$ cat src/rtl/imm_gen_stage.sv
// Immediate generator stage: classifies an RV32 instruction, sign-extends its
// immediate and presents it behind a valid/ready handshake with a skid entry.
module imm_gen_stage #(
    parameter int XLEN = 32
) (
    input  logic            clk,
    input  logic            rst,
    input  logic            in_valid,
    output logic            in_ready,
    input  logic [31:0]     in_instr,
    output logic            out_valid,
    input  logic            out_ready,
    output logic [XLEN-1:0] out_imm,
    output logic [2:0]      out_fmt,
    output logic            out_illegal,
    output logic [31:0]     out_instr
);

    localparam logic [2:0] FMT_R = 3'd0;
    localparam logic [2:0] FMT_I = 3'd1;
    localparam logic [2:0] FMT_S = 3'd2;
    localparam logic [2:0] FMT_B = 3'd3;
    localparam logic [2:0] FMT_U = 3'd4;
    localparam logic [2:0] FMT_J = 3'd5;

    typedef struct packed {
        logic [XLEN-1:0] imm;
        logic [2:0]      fmt;
        logic            illegal;
        logic [31:0]     instr;
    } entry_t;

    entry_t             dec;
    entry_t             main_q;
    entry_t             skid_q;
    logic               main_valid;
    logic               skid_valid;
    logic signed [31:0] imm32;
    logic               accept;
    logic               main_open;
    logic               skid_next;

    // Decode format and immediate from the incoming word (pure bit selection)
    always_comb begin
        imm32 = '0;
        dec.fmt = FMT_R;
        dec.illegal = 1'b0;
        dec.instr = in_instr;
        if (in_instr[1:0] != 2'b11) begin
            dec.illegal = 1'b1;
        end else begin
            unique case (in_instr[6:0])
                7'b0010011, 7'b0000011, 7'b1100111,
                7'b1110011, 7'b0001111: begin
                    dec.fmt = FMT_I;
                    imm32 = {{21{in_instr[31]}}, in_instr[30:20]};
                end
                7'b0100011: begin
                    dec.fmt = FMT_S;
                    imm32 = {{21{in_instr[31]}}, in_instr[30:25],
                             in_instr[11:7]};
                end
                7'b1100011: begin
                    dec.fmt = FMT_B;
                    imm32 = {{20{in_instr[31]}}, in_instr[7],
                             in_instr[30:25], in_instr[11:8], 1'b0};
                end
                7'b0110111, 7'b0010111: begin
                    dec.fmt = FMT_U;
                    imm32 = {in_instr[31:12], 12'b0};
                end
                7'b1101111: begin
                    dec.fmt = FMT_J;
                    imm32 = {{12{in_instr[31]}}, in_instr[19:12],
                             in_instr[20], in_instr[30:21], 1'b0};
                end
                7'b0110011: begin
                    dec.fmt = FMT_R;
                end
                default: begin
                    dec.illegal = 1'b1;
                end
            endcase
        end
        dec.imm = XLEN'(imm32);
    end

    // Handshake bookkeeping; skid can only be occupied while main is held
    always_comb begin
        accept = in_valid && in_ready;
        main_open = !main_valid || out_ready;
        skid_next = main_open ? 1'b0 : (skid_valid || accept);
    end

    // Main/skid storage with strict FIFO order and registered in_ready
    always_ff @(posedge clk) begin
        if (rst) begin
            main_q <= '0;
            skid_q <= '0;
            main_valid <= 1'b0;
            skid_valid <= 1'b0;
            in_ready <= 1'b0;
        end else begin
            if (main_open) begin
                if (skid_valid) begin
                    main_q <= skid_q;
                    main_valid <= 1'b1;
                    skid_valid <= 1'b0;
                end else if (accept) begin
                    main_q <= dec;
                    main_valid <= 1'b1;
                end else begin
                    main_valid <= 1'b0;
                end
            end else if (accept) begin
                skid_q <= dec;
                skid_valid <= 1'b1;
            end
            in_ready <= !skid_next;
        end
    end

    assign out_valid   = main_valid;
    assign out_imm     = main_q.imm;
    assign out_fmt     = main_q.fmt;
    assign out_illegal = main_q.illegal;
    assign out_instr   = main_q.instr;

endmodule

$ cat config.mk
export PLATFORM = sky130hd
export DESIGN_NAME = imm_gen_stage
export DESIGN_NICKNAME = d
export VERILOG_FILES = /design/src/rtl/imm_gen_stage.sv
export SDC_FILE = /design/constraint.sdc
export NUM_CORES = 1
export LEC_CHECK = 0
export BUFFER_PORTS_ARGS = -buffer_cell sky130_fd_sc_hd__buf_2
export CORE_ASPECT_RATIO = 1.5
export CORE_MARGIN = 2
export CORE_UTILIZATION = 60
export CTS_CLUSTER_DIAMETER = 150
export DETAILED_ROUTE_END_ITERATION = 7
export PLACE_DENSITY = 0.85
export SLEW_MARGIN = 15
export SYNTH_ARGS = -nofsm -noshare
export SYNTH_HDL_FRONTEND = slang
export SYNTH_SLANG_ARGS = --single-unit
$ cat constraint.sdc
create_clock -name clk -period 4 [get_ports clk]
set_input_delay 0.4 -clock clk [delete_from_list [all_inputs] [get_ports clk]]
set_output_delay 0.4 -clock clk [all_outputs]
set_load 0.005 [all_outputs]
==> results of run 1 <==
==> power breakdown <==
group	leakage, uW	internal (uW)	switching (uW)
sequential	0.00113	1440	31.1
combinational	0.00120	119	192
clock	0.000293	1060	619
==> how the worst max path moves through the flow <==
stage	startpoint	to	slack (ns)	cells past startpoint
after detailed placement	in_instr[2]	out_imm[20]	1.67	6
after CTS	out_valid	out_imm[22]	1.78	5
final	out_valid	skid_q[57]	1.75	4
after floorplan	in_instr[3]	out_imm[17]	2.46	7
after global placement	in_instr[2]	out_imm[20]	1.75	6
after global routing	out_valid	skid_q[41]	1.62	5
==> layout by cell type, fill, tap and decap left out, types with 10 or more instances in the layout <==
cell type | synthesis | layout
dfxtp_1 | 139 | 138
nand2_1 | 118 | 118
buf_2 | 14 | 104
a211oi_1 | 32 | 32
a221oi_1 | 12 | 12
a22oi_1 | 12 | 12
clkbuf_16 | 0 | 17
a31oi_1 | 10 | 10
a221oi_2 | 11 | 11
mux2i_1 | 33 | 33
o21ai_0 | 56 | 56
nor2_1 | 56 | 54
a21oi_1 | 61 | 61
nor3_1 | 13 | 13
==> critical path, delay by kind of cell (launching register included) <==
kind / cells / cell delay [ns]
compound gates: 2 / 0.79
simple gates: 2 / 0.95
flops: 1 / 0.35
==> Yosys cell counts, types with 3 or more instances <==
library cell  instances
buf_2                14
a221oi_1             12
a221oi_2             11
nand3_1               3
dfxtp_1             139
nor2_1               56
mux2i_1              33
a22oi_1              12
a311oi_1              6
buf_6                 3
o211ai_1              3
nand2_1             118
nor3_1               13
a21oi_2               3
clkbuf_1             35
buf_4                 8
o21ai_0              56
o21bai_1              8
a31oi_1              10
a211oi_1             32
a21oi_1              61
==> sequential cells by signal, summed over array words and instances, names as in the netlist <==
signal,count
in_ready,1
out_fmt,3
out_illegal,1
out_imm,32
out_instr,32
out_valid,1
skid_q,68
skid_valid,1
==> per-stage QoR <==
step | instance area, sq um | instances | total power (uW) | utilization [%] | hold slack (ns)
4_1_cts | 7040 | 883 | 3470 | 72.7 | 0.240
3_3_place_gp | 6410 | 851 | 1800 | 66.2 | 0.441
5_1_grt | 7040 | 883 | 3580 | 72.7 | 0.262
3_5_place_dp | 6410 | 851 | 1810 | 66.2 | 0.447
2_1_floorplan | 5970 | 685 | 1690 | - | 0.436
6_report | 7040 | 883 | 3470 | 72.7 | 0.246
==> metal layers <==
| layer | vias to the layer above | routed length, microns | GRT usage (%) |
|---|---|---|---|
| met5 | - | 0 | 0 |
| met4 | 0 | 454 | 12.5 |
| met3 | 48 | 1140 | 6.95 |
| met2 | 273 | 7830 | 46.8 |
| met1 | 2614 | 6420 | 39.5 |
| li1 | 2590 | - | - |
==> cell type report <==
type | count | area, sq um
Clock buffer | 19 | 443
Sequential cell | 139 | 2780
Multi-Input combinational cell | 480 | 2880
Inverter | 5 | 18.8
Timing Repair Buffer | 112 | 581
Tap cell | 115 | 144
Clock inverter | 13 | 189
Fill cell | 702 | 2650
==> kinds of logic after synthesis <==
kind of cell | Yosys count | synth area share, %
fa+ha+maj | 1 | 0.189
compound gates | 230 | 26.6
buf+inv | 66 | 5.32
mux | 33 | 5.53
xor+xnor | 1 | 0.147
simple gates | 215 | 15.6
flops | 139 | 46.6
==> key figures, run 1 <==
Synth
  – Mapped Cells: 685
  – Asr flop ratio synth: 0%
  – Synthesized cell area: 5970 sq um
  – Largest cells by area after synthesis: dfxtp_1 (47%), nand2_1 (7.4%), mux2i_1 (5.5%)
  – Post-synth top area share: a little under half
  – Synth unique cells: 56
  – Post-synth EDFFs: 0
  – Yosys warnings: 0
  – Syn nets: 721
  – Synth Flop Type: dfxtp_1
  – Count of state elements after synthesis: 139
  – Seq/Total Area, Yosys: 46.6%
  – Synth area leader: dfxtp_1
  – Mapped Avg Cell Area: 8.71 sq um

Run
  – Max_cap viols: 0

Worst hold path
  – Hold Crit Endpoint: skid_q[19]
  – Worst Hold Class: in2reg
  – Hold Path Origin: in_instr[19]
  – Hold path cells: 3

Timing
  – F_max: 0.444 GHz
  – Setup TNS: 0 ns
  – Worst Setup Slack, final: 1.75 ns
  – Final period util: 56.2%
  – Clock Skew: 0.00921 ns
  – Min cycle time layout: ~2.2 ns
  – Final setup fails: 0
  – Final Hold Vio Count: 0
  – RSZ-0062 raised after global routing: false
  – Slew Limit Fails: 0
  – Relative slew slack: 35.9%
  – Worst slew pin tran: 0.960 ns

Drt
  – Drt initial violations: between 500 and 600
  – DRT antenna net count: 0
  – DRT Pass-1 Iters: 5
  – Post-Route WL: 15900 microns
  – DRC viols: 0
  – Vias: approximately 5500
  – Via density: 6.26
  – Drt wl/cell: 18.0 microns

GRT
  – Largest net degree at the start of global routing: 77
  – Initial antenna violation count: 0
  – GRT overflow: 0
  – Wire length of the first global-routing pass: ~26000 microns
  – Total track usage: 29.9%
  – Vias in the first global route: 5135

Critical path
  – Arrival @ worst endpoint: 2.52 ns
  – Critical path class: reg2reg
  – Worst r2r src: out_valid
  – Reg2reg path depth: 4
  – Crit-path max cell delay: 0.62 ns
  – R2R Setup Slk: 1.75 ns
  – Worst EP required: 4.27 ns
  – Cell Chain, Critical Path: nor2b_2, nand3_2, a21oi_2, a21oi_1
  – Startpoint Class: register
  – CP max FO: 16
  – Critical-path top delay cell: a21oi_2
  – Critical Path Sink Type: register
  – R2r endpoint: skid_q[57]

Clock network
  – Later-pin clock latency in the skew report: 0.42 ns
  – # clock sinks: 139
  – Clock slew at reported path FFs: 0.06 ns
  – Root Driver: clkbuf_16
  – TritonCTS Buffers: 17
  – Hold buffers post-CTS: 0
  – TritonCTS clock tree: built
  – # Post-CTS Setup Buffers: 0
  – CTS Buffer Depth: 2
  – Post-CTS sizing: 0
  – Level count of the clock H-tree: 4

Placed design
  – Final RePlAce weighted congestion: 0.889
  – Dpl hpwl: 10100 microns
  – Post-place setup slack: 1.67 ns
  – Port buffer count: 105

Power and ir drop
  – Max rail drop VDD: 0.000393 V
  – Power Density: ~500 nW/um^2
  – Leak Pwr: about 0.0026 uW

Floorplanning
  – Core Box Area: a little under 10000 sq um
  – Initial Util: 61.6%
  – Top Ports: 106
  – Die height: 126 microns
  – Die footprint: ~11000 sq um
  – Rows: 44
  – Die X: around 85 microns

Finish
  – Fin nets: 791
  – Layout overhead on the synthesized area: 18.0%
  – Ant. Diodes: 0
  – Share of layout cells above drive strength 1: 23.6%

Run status
  – Outcome: complete, no violations
Power figures use the tool's default switching activity.
==> inputs of run 2 (changes only) <==
--- a/config.mk
+++ b/config.mk
@@ -8,10 +8,10 @@
 export BUFFER_PORTS_ARGS = -buffer_cell sky130_fd_sc_hd__buf_2
 export CORE_ASPECT_RATIO = 1.5
 export CORE_MARGIN = 2
-export CORE_UTILIZATION = 60
+export CORE_UTILIZATION = 50
 export CTS_CLUSTER_DIAMETER = 150
 export DETAILED_ROUTE_END_ITERATION = 7
-export PLACE_DENSITY = 0.85
+export PLACE_DENSITY = 0.75
 export SLEW_MARGIN = 15
 export SYNTH_ARGS = -nofsm -noshare
 export SYNTH_HDL_FRONTEND = slang
==> constraint.sdc (replaced) <==
create_clock -name clk -period 1.98 [get_ports clk]
set_input_delay 0.198 -clock clk [delete_from_list [all_inputs] [get_ports clk]]
set_output_delay 0.198 -clock clk [all_outputs]
set_load 0.005 [all_outputs]
==> key figures, run 2 (synthesized netlist as in run 1, its figures left out) <==
Power and ir drop
  – Gate power share: 9.6% (was 9.0%)
  – Power share of the clock group: 46.6% (was 48.5%)
  – NetSw: 1710 uW (was 841 uW)
  – Max rail drop VDD: 0.000637 V (was 0.000393 V)
  – Flop pwr share: 43.8% (was 42.5%)
  – Leak Pwr: 0.00268 uW (was 0.00263 uW)
  – Power Density: 949 nW/um^2 (was 492 nW/um^2)
  – Power Internal: 5090 uW (was 2620 uW)
  – Switching Fraction: 25.1% (was 24.3%)

Finish
  – Layout overhead on the synthesized area: 20.1% (was 18.0%)
  – Reg with most FFs: skid_q (unchanged)
  – Non-Filler Instances: 930 (was 883)
  – Most common cell after layout, fill and taps aside: dfxtp_1 (unchanged)
  – Commonest non-fill, non-tap cells in the layout: dfxtp_1 (138), nand2_1 (118), buf_2 (104), a21oi_1 (61), o21ai_0 (56) (unchanged)
  – Final instance area: 7170 sq um (was 7040 sq um)
  – Ant. Diodes: 0 (unchanged)
  – Fin nets: 803 (was 791)
  – Share of layout cells above drive strength 1: 25.0% (was 23.6%)
  – Largest register FFs: 68 (unchanged)

Clock network
  – Root Driver: clkbuf_16 (unchanged)
  – Post-CTS sizing: 0 (unchanged)
  – # clock sinks: 139 (unchanged)
  – Level count of the clock H-tree: 4 (unchanged)
  – TritonCTS Buffers: 17 (unchanged)
  – CTS Buffer Depth: 2 (unchanged)
  – Hold buffers post-CTS: 0 (unchanged)
  – Clock slew at reported path FFs: 0.06 ns (about the same)
  – TritonCTS clock tree: built (unchanged)
  – # Post-CTS Setup Buffers: 0 (unchanged)
  – Later-pin clock latency in the skew report: 0.42 ns (about the same)

Critical path
  – Critical Path Sink Type: register (unchanged)
  – Startpoint Class: register (unchanged)
  – Worst EP required: 2.26 ns (was 4.27 ns)
  – Crit path from: out_valid (unchanged)
  – Arrival @ worst endpoint: 2.10 ns (was 2.52 ns)
  – CP max FO: 27 (was 16)
  – R2r endpoint: out_illegal (was skid_q[57])
  – Reg2reg path depth: 5 (was 4)
  – Critical path class: reg2reg (unchanged)
  – Worst r2r src: out_valid (unchanged)
  – R2R Setup Slk: 0.16 ns (was 1.75 ns)
  – Crit path capture: out_illegal (was skid_q[57])

Placed design
  – Placed insts: 898 (was 851)
  – Dpl hpwl: 10800 microns (was 10100 microns)
  – Final RePlAce weighted congestion: 0.908 (was 0.889)
  – Port buffer count: 105 (unchanged)
  – Dpl cell area: 6560 sq um (was 6410 sq um)
  – Post-place setup slack: -0.0470 ns (was 1.67 ns)

Drt
  – DRT Pass-1 Iters: 5 (unchanged)
  – Drt initial violations: 387 (was 572)
  – Vias: 5474 (was 5525)
  – DRT antenna net count: 0 (unchanged)
  – DRC viols: 0 (unchanged)
  – Drt wl/cell: 17.7 microns (was 18.0 microns)
  – Via density: 5.89 (was 6.26)
  – Post-Route WL: 16400 microns (was 15900 microns)

Run status
  – Outcome: complete, no violations (unchanged)

Timing
  – Final setup fails: 0 (unchanged)
  – RSZ-0062 raised after global routing: false (unchanged)
  – Worst Setup Slack, final: 0.161 ns (was 1.75 ns)
  – Worst slew pin tran: 0.614 ns (was 0.960 ns)
  – Final Hold Vio Count: 0 (unchanged)
  – Slew Limit Fails: 0 (unchanged)
  – Relative slew slack: 59.1% (was 35.9%)
  – Final period util: 91.8% (was 56.2%)
  – F_max: 0.550 GHz (was 0.444 GHz)
  – Clock Skew: 0.0106 ns (was 0.00921 ns)
  – Min cycle time layout: 1.82 ns (was 2.25 ns)

GRT
  – Initial antenna violation count: 0 (unchanged)
  – Largest net degree at the start of global routing: 85 (was 77)
  – Vias in the first global route: 5236 (was 5135)
  – Wire length of the first global-routing pass: 26100 microns (was 25800 microns)
  – Total track usage: 25.8% (was 29.9%)
  – GRT overflow: 0 (unchanged)

Floorplanning
  – Die X: 93.2 microns (was 85.4 microns)
  – Core Box Area: 11600 sq um (was 9690 sq um)
  – Die height: 138 microns (was 126 microns)
  – Initial Util: 51.5% (was 61.6%)
  – Rows: 48 (was 44)
  – Die footprint: 12800 sq um (was 10800 sq um)
  – Top Ports: 106 (unchanged)

Run
  – Max_cap viols: 0 (unchanged)

Worst hold path
  – Worst Hold Class: in2reg (unchanged)
  – Hold Path Origin: in_instr[9] (was in_instr[19])
## run 2: worst min path at each step
stage / end / cells past startpoint / slack [ns]
after global routing: skid_q[9] / 3 / 0.05
after global placement: skid_q[28] / 2 / 0.44
final: skid_q[9] / 3 / 0.05
after detailed placement: skid_q[12] / 2 / 0.45
after floorplan: skid_q[0] / 2 / 0.33
after CTS: skid_q[10] / 3 / 0.04
## run 2: metal layers
metal | global-route usage, % | share of wire, % | vias up
li1 | - | - | 2610
met5 | 0 | 0 | -
met2 | 43.7 | 51 | 214
met4 | 9.97 | 1.6 | 0
met1 | 32.1 | 40 | 2628
met3 | 5.42 | 6.5 | 22
## run 2: per-stage QoR
stage | utilization, % | hold WS [ns] | setup TNS [ns] | power (uW)
floorplan | - | 0.334 | 0 | 3410
global route | 61.8 | 0.0479 | 0 | 7020
global placement | 56.6 | 0.440 | 0 | 3660
detailed placement | 56.6 | 0.447 | -0.0470 | 3680
CTS | 61.8 | 0.0383 | 0 | 6830
finish | 61.8 | 0.0470 | 0 | 6800
## run 2: power groups by stage
stage	clock network [uW]	registers [uW]	logic, uW
after detailed placement	0	3040	644
after global placement	0	3030	627
after global routing	3320	2990	712
after floorplan	0	3040	377
final	3170	2980	652
after CTS	3200	2980	649
## run 2: cell type report
type / count / area, sq um
clock inverters: 13 / 144
clock buffers: 19 / 453
inverters: 5 / 18.8
well taps: 150 / 188
fillers: 1004 / 4420
flip-flops and latches: 139 / 2780
multi-input cells: 480 / 2900
repair buffers: 124 / 683
## run 2: worst max-delay path: stages (launching register included)
cell	delay [ns]
dfxtp_1	0.34
nor2b_2	0.34
or2_2	0.58
nor3_1	0.12
a31oi_1	0.19
o41ai_1	0.11
